===== src/rtl/regfile_wb_arbiter.sv =====
// regfile_wb_arbiter
//
// Arbitrates the single write port of the 32x32 integer register file
// between the in-order ALU writeback stream and results from the
// long-latency load/store unit. LSU results are buffered in a 2-entry FIFO.
// A bounded-wait counter stops continuous ALU traffic from starving that
// FIFO. The block also keeps a scoreboard of destinations of outstanding
// loads, which decode uses to detect RAW hazards.
//
// Ports
//   clk, rst                      clock (rising edge), async active-low reset
//   alu_wb_valid/rd/data          ALU writeback offer
//   alu_wb_ready                  ALU writeback accepted this cycle
//   lsu_wb_valid/rd/data          LSU result offer
//   lsu_wb_ready                  LSU FIFO can accept a result
//   pend_set_valid/rd             load issued, mark destination busy
//   ra_i, rb_i / ra_busy, rb_busy decode source lookup into the scoreboard
//   RegWrite, rd_o, rd_value_o    register file write port
module regfile_wb_arbiter #(
  parameter int unsigned STARVE_LIMIT = 3
) (
  input  logic        clk,
  input  logic        rst,
  input  logic        alu_wb_valid,
  input  logic [4:0]  alu_wb_rd,
  input  logic [31:0] alu_wb_data,
  output logic        alu_wb_ready,
  input  logic        lsu_wb_valid,
  input  logic [4:0]  lsu_wb_rd,
  input  logic [31:0] lsu_wb_data,
  output logic        lsu_wb_ready,
  input  logic        pend_set_valid,
  input  logic [4:0]  pend_set_rd,
  input  logic [4:0]  ra_i,
  input  logic [4:0]  rb_i,
  output logic        ra_busy,
  output logic        rb_busy,
  output logic        RegWrite,
  output logic [4:0]  rd_o,
  output logic [31:0] rd_value_o
);

  localparam logic [1:0] STARVE_MAX = 2'(STARVE_LIMIT);

  typedef struct packed {
    logic [4:0]  rd;
    logic [31:0] data;
  } lsu_entry_t;

  typedef enum logic [1:0] {
    GNT_NONE,
    GNT_ALU,
    GNT_FIFO
  } grant_e;

  // State
  lsu_entry_t  fifo_mem_q [2];
  lsu_entry_t  fifo_mem_d [2];
  logic        wr_ptr_q, wr_ptr_d;
  logic        rd_ptr_q, rd_ptr_d;
  logic [1:0]  count_q, count_d;
  logic [1:0]  starve_cnt_q, starve_cnt_d;
  logic [31:0] pend_q, pend_d;
  logic        run_q, run_d;

  // Combinational
  grant_e      grant;
  lsu_entry_t  head;
  logic        fifo_empty;
  logic        push;
  logic        pop;

  assign fifo_empty = (count_q == 2'd0);
  assign head       = fifo_mem_q[rd_ptr_q];

  // run_q holds lsu_wb_ready low until the first edge after reset release.
  assign run_d        = 1'b1;
  assign lsu_wb_ready = run_q && (count_q != 2'd2);
  assign push         = lsu_wb_valid && lsu_wb_ready;
  assign pop          = (grant == GNT_FIFO);

  // Grant is suppressed while reset is held so the write port stays quiet
  // even though the upstream pipeline may still be presenting data.
  always_comb begin
    grant = GNT_NONE;
    if (rst) begin
      if (fifo_empty) begin
        if (alu_wb_valid) grant = GNT_ALU;
      end else if (alu_wb_valid && (starve_cnt_q < STARVE_MAX)) begin
        grant = GNT_ALU;
      end else begin
        grant = GNT_FIFO;
      end
    end
  end

  assign alu_wb_ready = !(pop && alu_wb_valid);

  // Write port
  always_comb begin
    RegWrite   = 1'b0;
    rd_o       = 5'd0;
    rd_value_o = 32'd0;
    case (grant)
      GNT_ALU: begin
        rd_o       = alu_wb_rd;
        rd_value_o = alu_wb_data;
      end
      GNT_FIFO: begin
        rd_o       = head.rd;
        rd_value_o = head.data;
      end
      default: ;
    endcase
    RegWrite = (grant != GNT_NONE) && (rd_o != 5'd0);
  end

  // FIFO bookkeeping. Ready is evaluated before the pop, so a full FIFO
  // never takes a push and simply drains by one on a pop.
  always_comb begin
    fifo_mem_d = fifo_mem_q;
    wr_ptr_d   = wr_ptr_q;
    rd_ptr_d   = rd_ptr_q;
    count_d    = count_q;
    if (push) begin
      fifo_mem_d[wr_ptr_q] = '{rd: lsu_wb_rd, data: lsu_wb_data};
      wr_ptr_d             = wr_ptr_q + 1'b1;
    end
    if (pop) rd_ptr_d = rd_ptr_q + 1'b1;
    case ({push, pop})
      2'b10:   count_d = count_q + 2'd1;
      2'b01:   count_d = count_q - 2'd1;
      default: count_d = count_q;
    endcase
  end

  // The counter only measures how long a waiting head has lost to the ALU.
  always_comb begin
    starve_cnt_d = starve_cnt_q;
    if (pop || fifo_empty) begin
      starve_cnt_d = 2'd0;
    end else if (grant == GNT_ALU && starve_cnt_q < STARVE_MAX) begin
      starve_cnt_d = starve_cnt_q + 2'd1;
    end
  end

  // Scoreboard: the set is applied after the clear so it wins on a collision.
  always_comb begin
    pend_d = pend_q;
    if (pop) pend_d[head.rd] = 1'b0;
    if (pend_set_valid && pend_set_rd != 5'd0) pend_d[pend_set_rd] = 1'b1;
    pend_d[0] = 1'b0;
  end

  assign ra_busy = pend_q[ra_i];
  assign rb_busy = pend_q[rb_i];

  // NOTE: sequential state uses non-blocking assignments so every flop
  // samples the pre-edge values computed by the always_comb blocks.
  always_ff @(posedge clk or negedge rst) begin
    if (!rst) begin
      wr_ptr_q     <= 1'b0;
      rd_ptr_q     <= 1'b0;
      count_q      <= 2'd0;
      starve_cnt_q <= 2'd0;
      pend_q       <= 32'd0;
      run_q        <= 1'b0;
    end else begin
      wr_ptr_q     <= wr_ptr_d;
      rd_ptr_q     <= rd_ptr_d;
      count_q      <= count_d;
      starve_cnt_q <= starve_cnt_d;
      pend_q       <= pend_d;
      run_q        <= run_d;
    end
  end

  // NOTE: FIFO storage is deliberately not reset; count_q gates every read,
  // so stale contents are never observed and the array stays plain RAM.
  always_ff @(posedge clk) begin
    fifo_mem_q <= fifo_mem_d;
  end

endmodule

===== config.mk =====
export PLATFORM = sky130hd
export DESIGN_NAME = regfile_wb_arbiter
export DESIGN_NICKNAME = d
export VERILOG_FILES = /design/src/rtl/regfile_wb_arbiter.sv
export SDC_FILE = /design/constraint.sdc
export NUM_CORES = 1
export LEC_CHECK = 0
export BUFFER_PORTS_ARGS = -buffer_cell sky130_fd_sc_hd__buf_2
export CAP_MARGIN = 40
export CORE_AREA = 2 2 135 124
export DETAILED_ROUTE_END_ITERATION = 7
export DIE_AREA = 0 0 137 126
export PLACE_DENSITY = 0.57
export SYNTH_ARGS = -nofsm -noshare
export SYNTH_HDL_FRONTEND = slang
export SYNTH_SLANG_ARGS = --single-unit

===== constraint.sdc =====
create_clock -name clk -period 2.7 [get_ports clk]
set_clock_uncertainty 0.2 [all_clocks]
set_input_delay 0.27 -clock clk [delete_from_list [all_inputs] [get_ports clk]]
set_output_delay 0.27 -clock clk [all_outputs]
set_load 0.01 [all_outputs]

* Word level (Yosys, flattened, before mapping) *
Cells that the tools add are included.

cells by class
  add/sub/neg operators = 5
  order comparisons = 10
  eq/ne operators = 5
  mux-type cells = 25
  bitwise logic cells = 5
  reduce and logical (&&, ||, !) cells = 18

operators with widths
  kind                                                                    count
  37-bit 2-to-1 mux                                                       4
  74-bit bitwise mux                                                      1
  32-bit 2-to-1 mux                                                       2
  32-bit one-hot mux with 2 select lines                                  1
  37-bit demux with 1-bit select                                          1
  32-bit AND                                                              1
  32-bit NOT                                                              1
  32-bit OR                                                               1
  5-bit by 6-bit < comparator with 1-bit output (second input constant)   4
  1-bit binary-select mux with 5-bit select                               2
  1-bit demux with 5-bit select                                           2
  5-bit by 1-bit >= comparator with 1-bit output (second input constant)  2
  1-bit logical AND                                                       10
  2-bit 2-to-1 mux                                                        5
  5-bit one-hot mux with 2 select lines                                   1
  5-bit nonzero test                                                      2
  2-bit nonzero test                                                      3
  1-bit 2-to-1 mux                                                        5
  2-bit by 1-bit adder with 2-bit output (second input constant)          2
  2-bit by 1-bit == test with 1-bit output (second input constant)        2
  2-bit == test (second input constant)                                   2
  2-bit >= comparator (second input constant)                             2
  1-bit NOT with 2-bit output                                             2
  2-bit one-hot mux with 2 select lines                                   1
  other kinds (8)                                                         9

storage, ports and cells
  flip-flop bits (word level) = 112
  output and inout bits = 42
  logic and storage cells = 78

* Depth between registers and ports, before layout *
  depth in word-level cells = 13
  depth in mapped cells = 9

* Worst setup path after synthesis *
Ideal clock, no wire load.

  kind = register to register
  start point = register count_q[0]
  end point = register fifo_mem_q[37] in the netlist's numbering, enable pin
  library setup time = 0.431 ns
  arrival = 2.610 ns
  path slack = -0.541 ns
  stages on the path, launching flop included = 5
  cell sequence = dfrtp_1 > inv_1 > a21boi_0 > nand2_1 > nor2_1

between the ends
  cells in the longest elaborated chain, start to end = 3

RTL lines
  element                 line  RTL
  start, declared         61    logic [1:0] count_q, count_d;
  start signal, assigned  171   count_q <= count_d;
  2-bit inequality test   78    assign lsu_wb_ready = run_q && (count_q != 2'd2);
  1-bit logical AND       78
  named net lsu_wb_ready  31    output logic lsu_wb_ready,
  1-bit logical AND       79    assign push = lsu_wb_valid && lsu_wb_ready;
  end signal, assigned    181   fifo_mem_q <= fifo_mem_d;
  end, declared           57    lsu_entry_t fifo_mem_q [2];

The timed path passes the listed nets, and every way through them passes these cells.
A chain may end at the register's enable or synchronous reset.

* Final worst setup path *
  start point = register count_q[1]
  end point = output rd_value_o[1]

between the ends
  cells in the longest elaborated chain, start to end = 5
  elaborated cells between the ends (all ways) = 6

RTL lines
  element                                                                    line  RTL
  2-bit zero test *                                                          73    assign fifo_empty = (count_q == 2'd0);
  2-bit 2-to-1 mux *                                                         87    if (fifo_empty) begin
  2-bit 2-to-1 mux *                                                         86    if (rst) begin
  2-bit == test or 2-bit by 1-bit == test with 1-bit output (tied branches)  104   case (grant)
  32-bit one-hot mux with 2 select lines *                                   104
  end, declared                                                              40    output logic [31:0] rd_value_o

Mark *: on every way between the ends. The rest lies on a longest branch, timed or not.

==> flow_summary.ini <==
[floorplan]
die_area_um2 = 17260
start_util_pct = 34.44
core_area_um2 = 15860
num_io_pins = 136
die_w_um = 137
die_h_um = 126
rows = 44

[yosys]
synth_top_area_share_pct = 40.70
synth_top_cell_by_area = edfxtp_1
synth_xor_area_share_pct = 0.9624
netlist_top_cells_count = edfxtp_1, o21ai_0, nor2_1, a22oi_1, dfrtp_1
yosys_warnings = 0
ys_seq_area_share_pct = 58.11
yosys_register_bits = 112
synthMostInstantiatedCell = edfxtp_1
synth_compound_area_share_pct = 13.98
syn-num-nets = 548
avgSynthCellArea_um2 = 12.16
async_flop_share_pct = 33.93
synth_area_leaders = edfxtp_1, dfrtp_1, mux2_2
synth_simple_gate_area_share_pct = 9.349
synth_top_family_by_area = multiplexers
synthAdderAreaFrac_pct = 1.146
syn_inst = 449
synth_cell_types = 37
synthMuxAreaShare_pct = 14.14
synth.cell_area_um2 = 5460
synthFlopType = edfxtp_1
synth-edff-count = 74

[cells_and_area]
diodes = 0
nFillCells = 1466
multiInputGateArea_um2 = 2344
final_area_um2 = 7322
regArea_um2 = 3174
fin_nets = 721
syn2layout_area_growth_pct = 34.10
layout-drive-gt1-share_pct = 38.92

[timing]
slew_viol_final = 0
slew_headroom_pct = 59.27
max_slew.worst_pin.slew_ps = 604.6
timing.final.crit_share_pct = 95.58
period_minus_slack_ps = 2581
fmax_mhz = 387.5
rsz0062_at_grt = true
setup_viol = 0
hold_violations = 0
setup_slack_ps = 119.3

[worst_setup_path]
critPathKind = register to output port
worstPathCellList = or2_4 -> nand2_1 -> and3_4 -> inv_1 -> ha_4 -> buf_12 -> a22oi_1 -> nor2_1 -> buf_2
crit_fanout = 24
reg2reg_depth = 9
start_kind = register
crit_path_max_incr_delay_ps = 390
endpoint_kind = output port
cp_data_arrival_time_ps = 2110
cp_data_required_time_ps = 2230
slowest_stage = dfrtp_1

[global_route]
met1_usage_pct = 23.27
grt_max_degree = 39
grt-ovfl-total = 0
antenna_found_initial = 1
busiest_layer = met2
grt_pass1_vias = 4443
grt_pass1_wl_um = 22950
track_usage_pct = 17.24
met3_usage_pct = 3.623
use_met2_pct = 27.42

[cts]
cts-root-buf = clkbuf_16
cts_buffers = 9
cts_tree = built
cts_buffer_depth = 2
cts_max_level = 3
path_clk_slew_ps = 70
cts.sinks = 112
clkLatencyLatePin_ps = 350

[power]
p_total_mw = 5.651
comb_power_share_pct = 33.1
p_leak_nw = 2.849
power.density_nw_per_um2 = 771.8
p_int_mw = 3.823
ir_drop_uv = 414.1
p_sw_mw = 1.828
seqPwrFrac_pct = 43.2
p_sw_share_pct = 32.35
pwr-share-clk_pct = 23.7

[place]
post-place-ws_ps = 269.1
gp_congestion = 0.8441
portBuffers = 135
dpl_cell_area_um2 = 6416
dp_hpwl_um = 10170

[route]
num_vias = 4465
ant_nets = 0
routedWlPerCell_um = 18.00
drtIter0Drc = 245
dr.pass1.iters = 4
routed_wl_um = 15020
drc = 0
vias_per_cell = 5.354

[worst_hold_path]
hold_class = input port to register
min_path_cells = 3

[run]
cap_violations = 0

[outcome]
outcome = complete, no violations
==> metal layers <==
layer | share of wire, % | up-vias
met2 | 46 | 200
met3 | 7.9 | 18
met5 | 0.087 | -
li1 | - | 2052
met4 | 1.4 | 2
met1 | 44 | 2193
==> logic make-up after synthesis <==
kind of cell	after synthesis
AO/OA/AOI/OAI	127
flip-flops	112
AND/OR/NAND/NOR	104
multiplexers	65
buffers and inverters	29
XOR/XNOR	6
adder cells (fa/ha/maj)	5
other	1
==> stage by stage <==
step / std cells / utilization (%) / TNS, ps / hold WS (ps)
6_report: 834 / 46.18 / 0 / 105.4
5_1_grt: 834 / 46.18 / -12.21 / 129.7
4_1_cts: 832 / 44.86 / -25.22 / 95.12
3_5_place_dp: 777 / 40.47 / 0 / -84.43
3_3_place_gp: 777 / 40.47 / 0 / -82.53
2_1_floorplan: 449 / - / 0 / -225.6
==> worst max-delay path, delay by kind of cell, from the launching register on <==
kind                       cells  cell delay, ps
buffers and inverters          3             380
DFF                            1             390
and+or+nand+nor                4             590
AOI/OAI and AO/OA              1             180
adders and majority gates      1             200
==> cell type report <==
| class | instances | area share (%) |
|---|---|---|
| Inverter | 5 | 0.2563 |
| Clock buffer | 10 | 3.127 |
| Multi-Input combinational cell | 308 | 32.01 |
| Tap cell | 207 | 3.537 |
| Clock inverter | 6 | 0.8886 |
| Timing Repair Buffer | 186 | 16.83 |
| Sequential cell | 112 | 43.35 |
==> layout by cell type (no fill, tap or decap), drive strengths merged, types with 5 or more instances in the layout <==
cell type    count
mux4             6
o21ai           71
a21oi            7
nand3b           5
edfxtp          74
buf            147
mux2i           22
dfrtp           38
nor2            47
clkbuf          11
a22oi           40
dlygate4sd3     38
inv              7
ha               5
nand3           15
nand2b           6
mux2            37
nand2            9
==> registers in the layout (all words and copies together) (netlist names) <==
name	flops
count_q	2
fifo_mem_q	74
starve_cnt_q	2
run_q	1
wr_ptr_q	1
pend_q	31
rd_ptr_q	1
==> path summary, 6_finish.rpt <==
kind | startpoint | to | slack [ps]
worst min register to register | pend_q[18] | pend_q[18] | 340
min in group asynchronous | rst | starve_cnt_q[0] | 180
worst max register to register | count_q[1] | count_q[1] | 450
worst min-delay path | lsu_wb_valid | wr_ptr_q | 110
worst max-delay path | count_q[1] | rd_value_o[1] | 120
max in group asynchronous | rst | pend_q[25] | 1390
==> repair_timing <==
action | in CTS | in global routing
buffers inserted | 1 | 1
hold buffers | 38 | 0
gates resized for setup | 4 | 38
endpoints found under the setup margin | 31 | 38
gates cloned | 0 | 1
pin swaps | 0 | 2
endpoints found under the hold margin | 112 | 0
==> power groups by stage <==
stage,sequential (mW),clock [mW],combinational (mW)
4_1_cts,2.44,1.37,1.75
6_report,2.44,1.34,1.87
5_1_grt,2.48,1.43,2.04
3_3_place_gp,2.45,0,1.64
2_1_floorplan,2.40,0,1.16
3_5_place_dp,2.48,0,1.68
Power figures use the tool's default switching activity.
